File: config.mk
export PLATFORM = sky130hd
export DESIGN_NAME = ball_motion_engine
export DESIGN_NICKNAME = d
export VERILOG_FILES = /design/src/rtl/ball_motion_engine.sv
export SDC_FILE = /design/constraint.sdc
export NUM_CORES = 1
export LEC_CHECK = 0
export BUFFER_PORTS_ARGS = -buffer_cell sky130_fd_sc_hd__buf_2
export CAP_MARGIN = 25
export CORE_ASPECT_RATIO = 1.2
export CORE_MARGIN = 3
export CORE_UTILIZATION = 30
export CTS_BUF_LIST = sky130_fd_sc_hd__clkbuf_4 sky130_fd_sc_hd__clkbuf_8
export CTS_CLUSTER_SIZE = 30
export DETAILED_ROUTE_END_ITERATION = 10
export PLACE_DENSITY = 0.48
export RECOVER_POWER = 50
export SYNTH_ARGS = -nofsm -noshare
export SYNTH_HDL_FRONTEND = slang
export SYNTH_SLANG_ARGS = --single-unit
File: constraint.sdc
create_clock -name clk -period 5.4 [get_ports clk]
set_input_delay 0.81 -clock clk [delete_from_list [all_inputs] [get_ports clk]]
set_output_delay 0.81 -clock clk [all_outputs]
set_load 0.05 [all_outputs]
File: src/rtl/ball_motion_engine.sv
`default_nettype none
// ============================================================================
// Module      : ball_motion_engine
// Description : Single-ball motion engine for a paddle game. A free-running
//               tick divider produces motion steps; an IDLE/SERVE/MOVE/MISS
//               state machine bounces the ball off the side walls and the top,
//               and resolves paddle hits or misses on the paddle row.
// Revision    : 1.0 - initial release
// ----------------------------------------------------------------------------
// Ports
//   clk        : clock, all state on rising edge
//   rst_n      : asynchronous active-low reset
//   start_i    : serve request (level)
//   swing_i    : player swing, sampled on motion steps
//   clear_i    : synchronous return to IDLE, score zeroed
//   stall_i    : freeze motion while high
//   pat_x_i    : paddle centre x
//   pat_y_i    : paddle row y
//   x_o, y_o   : ball position
//   in_play_o  : high in SERVE and MOVE
//   brk_o      : high in MISS
//   score_o    : saturating hit count
//   level_o    : speed level derived from score
// ============================================================================
module ball_motion_engine #(
    parameter int W        = 11,
    parameter int X_MAX    = 639,
    parameter int TICK_DIV = 250000,
    parameter int PAT_HALF = 32,
    parameter int SW       = 4,
    parameter int LVL_STEP = 4
) (
    input  logic          clk,
    input  logic          rst_n,
    input  logic          start_i,
    input  logic          swing_i,
    input  logic          clear_i,
    input  logic          stall_i,
    input  logic [W-1:0]  pat_x_i,
    input  logic [W-1:0]  pat_y_i,
    output logic [W-1:0]  x_o,
    output logic [W-1:0]  y_o,
    output logic          in_play_o,
    output logic          brk_o,
    output logic [SW-1:0] score_o,
    output logic [1:0]    level_o
);

    // One guard bit beyond the sign so y+v near the top of the W range
    // cannot wrap in the signed intermediates.
    localparam int XW = W + 2;
    localparam int CW = $clog2(TICK_DIV);

    localparam logic [CW-1:0]        C_TICK_LAST = CW'(TICK_DIV - 1);
    localparam logic [W-1:0]         C_X_MID     = W'(X_MAX / 2);
    localparam logic signed [XW-1:0] C_XMAX_S    = XW'(X_MAX);
    localparam logic signed [XW-1:0] C_HALF_S    = XW'(PAT_HALF);
    localparam logic [SW-1:0]        C_SCORE_MAX = '1;

    typedef enum logic [1:0] {
        S_IDLE  = 2'd0,
        S_SERVE = 2'd1,
        S_MOVE  = 2'd2,
        S_MISS  = 2'd3
    } state_t;

    state_t        state_q, state_d;
    logic [W-1:0]  x_q, x_d, y_q, y_d;
    logic          dx_left_q, dx_left_d;
    logic          dy_up_q, dy_up_d;
    logic [SW-1:0] score_q, score_d;
    logic          in_play_q, in_play_d;
    logic          brk_q, brk_d;
    logic [CW-1:0] tick_q;
    logic [7:0]    lfsr_q;

    logic                 w_step;
    logic [31:0]          w_lvl_raw;
    logic [1:0]           w_level;
    logic signed [XW-1:0] w_v, w_xs, w_ys, w_pxs, w_pys;
    logic signed [XW-1:0] w_nx, w_ny, w_dxp;
    logic                 w_hit;

    // ------------------------------------------------------------------
    // Tick divider and LFSR run in every state, untouched by clear.
    // ------------------------------------------------------------------
    always_ff @(posedge clk or negedge rst_n) begin
        if (!rst_n) begin
            tick_q <= '0;
            lfsr_q <= 8'h5A;
        end else begin
            tick_q <= (tick_q == C_TICK_LAST) ? '0 : tick_q + CW'(1);
            lfsr_q <= {lfsr_q[6:0], lfsr_q[7] ^ lfsr_q[5] ^ lfsr_q[4] ^ lfsr_q[3]};
        end
    end

    assign w_step = (tick_q == C_TICK_LAST);

    // Speed level saturates at 3; velocity magnitude is level+1 on both axes.
    assign w_lvl_raw = 32'(score_q) / 32'(LVL_STEP);
    assign w_level   = (w_lvl_raw >= 32'd3) ? 2'd3 : w_lvl_raw[1:0];
    assign w_v       = XW'({1'b0, w_level}) + XW'(1);

    assign w_xs  = $signed({2'b00, x_q});
    assign w_ys  = $signed({2'b00, y_q});
    assign w_pxs = $signed({2'b00, pat_x_i});
    assign w_pys = $signed({2'b00, pat_y_i});

    assign w_nx  = dx_left_q ? (w_xs - w_v) : (w_xs + w_v);
    assign w_ny  = dy_up_q   ? (w_ys - w_v) : (w_ys + w_v);
    // Hit window uses the ball x before this step's horizontal update.
    assign w_dxp = w_xs - w_pxs;
    assign w_hit = swing_i && (w_dxp <= C_HALF_S) && (w_dxp >= -C_HALF_S);

    // ------------------------------------------------------------------
    // Next-state logic: clear > start > stall.
    // ------------------------------------------------------------------
    always_comb begin
        state_d   = state_q;
        x_d       = x_q;
        y_d       = y_q;
        dx_left_d = dx_left_q;
        dy_up_d   = dy_up_q;
        score_d   = score_q;

        if (clear_i) begin
            state_d = S_IDLE;
            x_d     = C_X_MID;
            y_d     = '0;
            score_d = '0;
        end else begin
            case (state_q)
                S_IDLE, S_MISS: begin
                    if (start_i) state_d = S_SERVE;
                end
                S_SERVE: begin
                    if (!stall_i) begin
                        x_d       = C_X_MID;
                        y_d       = '0;
                        dx_left_d = lfsr_q[0];
                        dy_up_d   = 1'b0;
                        state_d   = S_MOVE;
                    end
                end
                S_MOVE: begin
                    // A step that lands on a stall is dropped, not deferred.
                    if (w_step && !stall_i) begin
                        if (w_nx < 0) begin
                            x_d       = '0;
                            dx_left_d = ~dx_left_q;
                        end else if (w_nx > C_XMAX_S) begin
                            x_d       = W'(X_MAX);
                            dx_left_d = ~dx_left_q;
                        end else begin
                            x_d = w_nx[W-1:0];
                        end

                        if (dy_up_q) begin
                            if (w_ny <= 0) begin
                                y_d     = '0;
                                dy_up_d = 1'b0;
                            end else begin
                                y_d = w_ny[W-1:0];
                            end
                        end else if (w_ny >= w_pys) begin
                            if (w_hit) begin
                                y_d     = pat_y_i - W'(1);
                                dy_up_d = 1'b1;
                                if (score_q != C_SCORE_MAX) score_d = score_q + SW'(1);
                            end else begin
                                y_d     = pat_y_i;
                                state_d = S_MISS;
                            end
                        end else begin
                            y_d = w_ny[W-1:0];
                        end
                    end
                end
                default: state_d = S_IDLE;
            endcase
        end
    end

    assign in_play_d = (state_d == S_SERVE) || (state_d == S_MOVE);
    assign brk_d     = (state_d == S_MISS);

    always_ff @(posedge clk or negedge rst_n) begin
        if (!rst_n) begin
            state_q   <= S_IDLE;
            x_q       <= C_X_MID;
            y_q       <= '0;
            dx_left_q <= 1'b0;
            dy_up_q   <= 1'b0;
            score_q   <= '0;
            in_play_q <= 1'b0;
            brk_q     <= 1'b0;
        end else begin
            state_q   <= state_d;
            x_q       <= x_d;
            y_q       <= y_d;
            dx_left_q <= dx_left_d;
            dy_up_q   <= dy_up_d;
            score_q   <= score_d;
            in_play_q <= in_play_d;
            brk_q     <= brk_d;
        end
    end

    assign x_o       = x_q;
    assign y_o       = y_q;
    assign in_play_o = in_play_q;
    assign brk_o     = brk_q;
    assign score_o   = score_q;
    assign level_o   = w_level;

endmodule
`default_nettype wire

==> summary.txt <==
Pwr
  – Sw Pwr: 518 uW
  – Peak VDD IR: 120 uV
  – PwrDens: 238 nW/um^2
  – Clock share of power: 33.6%
  – Switching Share: 36.3%
  – P_int: 909 uW
  – Comb power frac: 31.8%
  – Flop pwr share: 34.6%
  – Static Leakage: 0.00266 uW

Clock network
  – TritonCTS clock tree: yes
  – Clk_lat worst skew: 0.35 ns
  – Clock transition at path regs: 0.07 ns
  – Setup Buffers After CTS: 0
  – CTS Sinks: 58
  – CTS Root Cell: clkbuf_8
  – CTS max path bufs: 2
  – CTS hold repair buffers: 0
  – Post-CTS sizing: 0
  – Htree depth: 3
  – Total CTS buffers: 9

Yosys
  – Synth area leader: dfrtp_1
  – EDFF count, synth: 0
  – Main area contributors after synthesis: dfrtp_1 22%, ha_1 9.7%, dfstp_2 5.5%
  – Mapped cell area: 5270 sq um
  – Top_reg_cell synth: dfrtp_1
  – Syn Inst Count: 646
  – Top-count cell post-synth: nor2_1
  – Synth top area share: 22.3%
  – Synth async-reset ratio: 100%
  – Yosys warns: 0
  – Leading cell types by count after synthesis: 54 x nor2_1, 53 x nand2_1, 50 x a21oi_1
  – Netlist cell types: 70
  – Mean post-synth cell area: 8.16 sq um
  – Register area share after synthesis: 27.8%
  – Mapped Nets: 720
  – FF+latch count, synth: 58

Floorplanning
  – Initial Utilization: 30.9%
  – Chip Width: 127 um
  – Row cnt: 52
  – # IOs: 58
  – Die area: 19200 sq um
  – Core area: 17000 sq um
  – Die Height: 151 um

Detailed routing
  – Wirelength, routed: 16.0 mm
  – Vias per inst: 5.44
  – Drt pass-1 iters: 5
  – Residual DRC: 0
  – DRT iter0 DRCs: 399
  – Via Count: 4985
  – Routed wire per std cell: 17.4 um
  – Antenna viol nets, final: 0

Setup path
  – Data arrival time of the critical path: 5.07 ns
  – Worst setup SP type: flop
  – R2R Path Start: score_o[2]
  – CP max FO: 10
  – Crit. End Element: flop
  – Worst Setup SP: score_o[2]
  – Worst Path Required: 5.63 ns
  – Setup CP Type: flop to flop

Outcome
  – Failing checks: max-capacitance violations, max-slew violations
  – Status: finished, violations left

Worst hold path
  – HP Class: flop to flop
  – Worst min-delay path startpoint: lfsr_q[2]

Final layout
  – NumNets Final: 770
  – Ant. Diodes: 0
  – Layout cells sized above 1: 14.4%
  – Final core utilization: 35.2%
  – Synth-to-layout area growth: 14.0%

STA
  – Tcrit/Tclk final: 89.5%
  – Slew Limit Headroom: -129%
  – Setup TNS: 0 ns
  – Fin crit period: 4.83 ns
  – Worst slew pin tran: 3.44 ns
  – Setup violation total in the final timing report: 0
  – Unrepaired setup endpoints after global routing: false
  – Max frequency: 0.207 GHz
  – Max Slew Vio Count: 59
  – Final Hold Vio Count: 0
  – Clock Skew: 0.00592 ns

Placed design
  – Number of port buffers: 57
  – Post-DP HPWL: 12.3 mm
  – GP Congestion: 0.931

Global route
  – First-pass GRT wire length: 25.6 mm
  – All-layer global routing usage: 16.8%
  – Vias in the first global route: 4863
  – Total gr overflow: 0
  – Initial antenna violation count: 0
  – Largest net degree at the start of global routing: 59

Job
  – # Max-Cap Violations: 1
## final cells by class
| class | count | area, sq um |
|---|---|---|
| repair buffers | 63 | 327 |
| flip-flops and latches | 58 | 1470 |
| fillers | 1796 | 11000 |
| clock buffers | 12 | 159 |
| well taps | 216 | 270 |
| inverters | 47 | 176 |
| clock inverters | 4 | 73.8 |
| multi-input cells | 517 | 3530 |
## layout by cell type, fill, tap and decap left out, drive strengths merged, types with 32 or more instances in the layout
master and instances:
xnor2 32, buf 62, nor2 54, dfrtp 47, nand2 53, ha 41
a21oi 50, inv 47, o21ai 42
## layer usage
metal | track usage [%] | vias up | wire length, um
li1 | - | 2446 | -
met2 | 28.4 | 128 | 7610
met5 | 0 | - | 0
met1 | 21.9 | 2389 | 7290
met4 | 4.83 | 0 | 294
met3 | 3.42 | 22 | 775
## sequential cells by signal (all words and copies together) (netlist names)
signal     flops
brk_o          1
dy_up_q        1
x_o           11
dx_left_q      1
tick_q        18
score_o        4
in_play_o      1
state_q        2
lfsr_q         8
y_o           11
## power groups by stage
stage	Combinational, uW	Sequential [uW]	Clock, uW
global placement	447	502	0
floorplan	309	518	0
global route	507	500	520
finish	454	494	480
CTS	453	494	500
detailed placement	450	502	0
## worst max-delay path, cell delays in order (launching register included)
cell and delay [ns]:
dfrtp_1 0.43, ha_1 0.26, inv_1 0.15, ha_1 0.37, nor2b_1 0.21, nor4_2 0.54
nand3_1 0.14, o31a_1 0.15, xnor2_1 0.26, ha_1 0.30, and4_1 0.22, a41o_1 0.24
o31ai_1 0.30, a21oi_1 0.15, and2_1 0.21, and3_1 0.18, nor3b_1 0.13, nor2_1 0.11
nor2_1 0.07, ha_1 0.31
## path summary, 6_finish.rpt
check	end	slack [ns]	cells after the start
max	in_play_o	0.57	19
min	lfsr_q[3]	0.35	0
max reg2reg	in_play_o	0.57	19
min reg2reg	lfsr_q[3]	0.35	0
max in group asynchronous	tick_q[12]	1.72	2
min in group asynchronous	y_o[10]	1.71	2
## through the flow
step                std cells  hold WS, ns  setup WS [ns]  power, uW  instance area, sq um
finish                    917        0.347          0.566       1430                  6010
floorplan                 646        0.333          0.632        826                  5270
CTS                       917        0.346          0.581       1450                  6010
global placement          901        0.343          0.760        949                  5780
detailed placement        901        0.347          0.624        951                  5780
global route              917        0.375          0.151       1530                  6010
## cells by family after synthesis
kind of cell | count (synthesis) | share of synthesized area [%]
AOI/OAI and AO/OA | 176 | 21.9
adders and majority gates | 46 | 11.6
xor gates and xnor gates | 48 | 7.98
and+or+nand+nor | 240 | 24.1
DFF | 58 | 27.8
buffers and inverters | 71 | 5.22
muxes | 7 | 1.35
No activity file was read; power rests on OpenSTA's default activity.
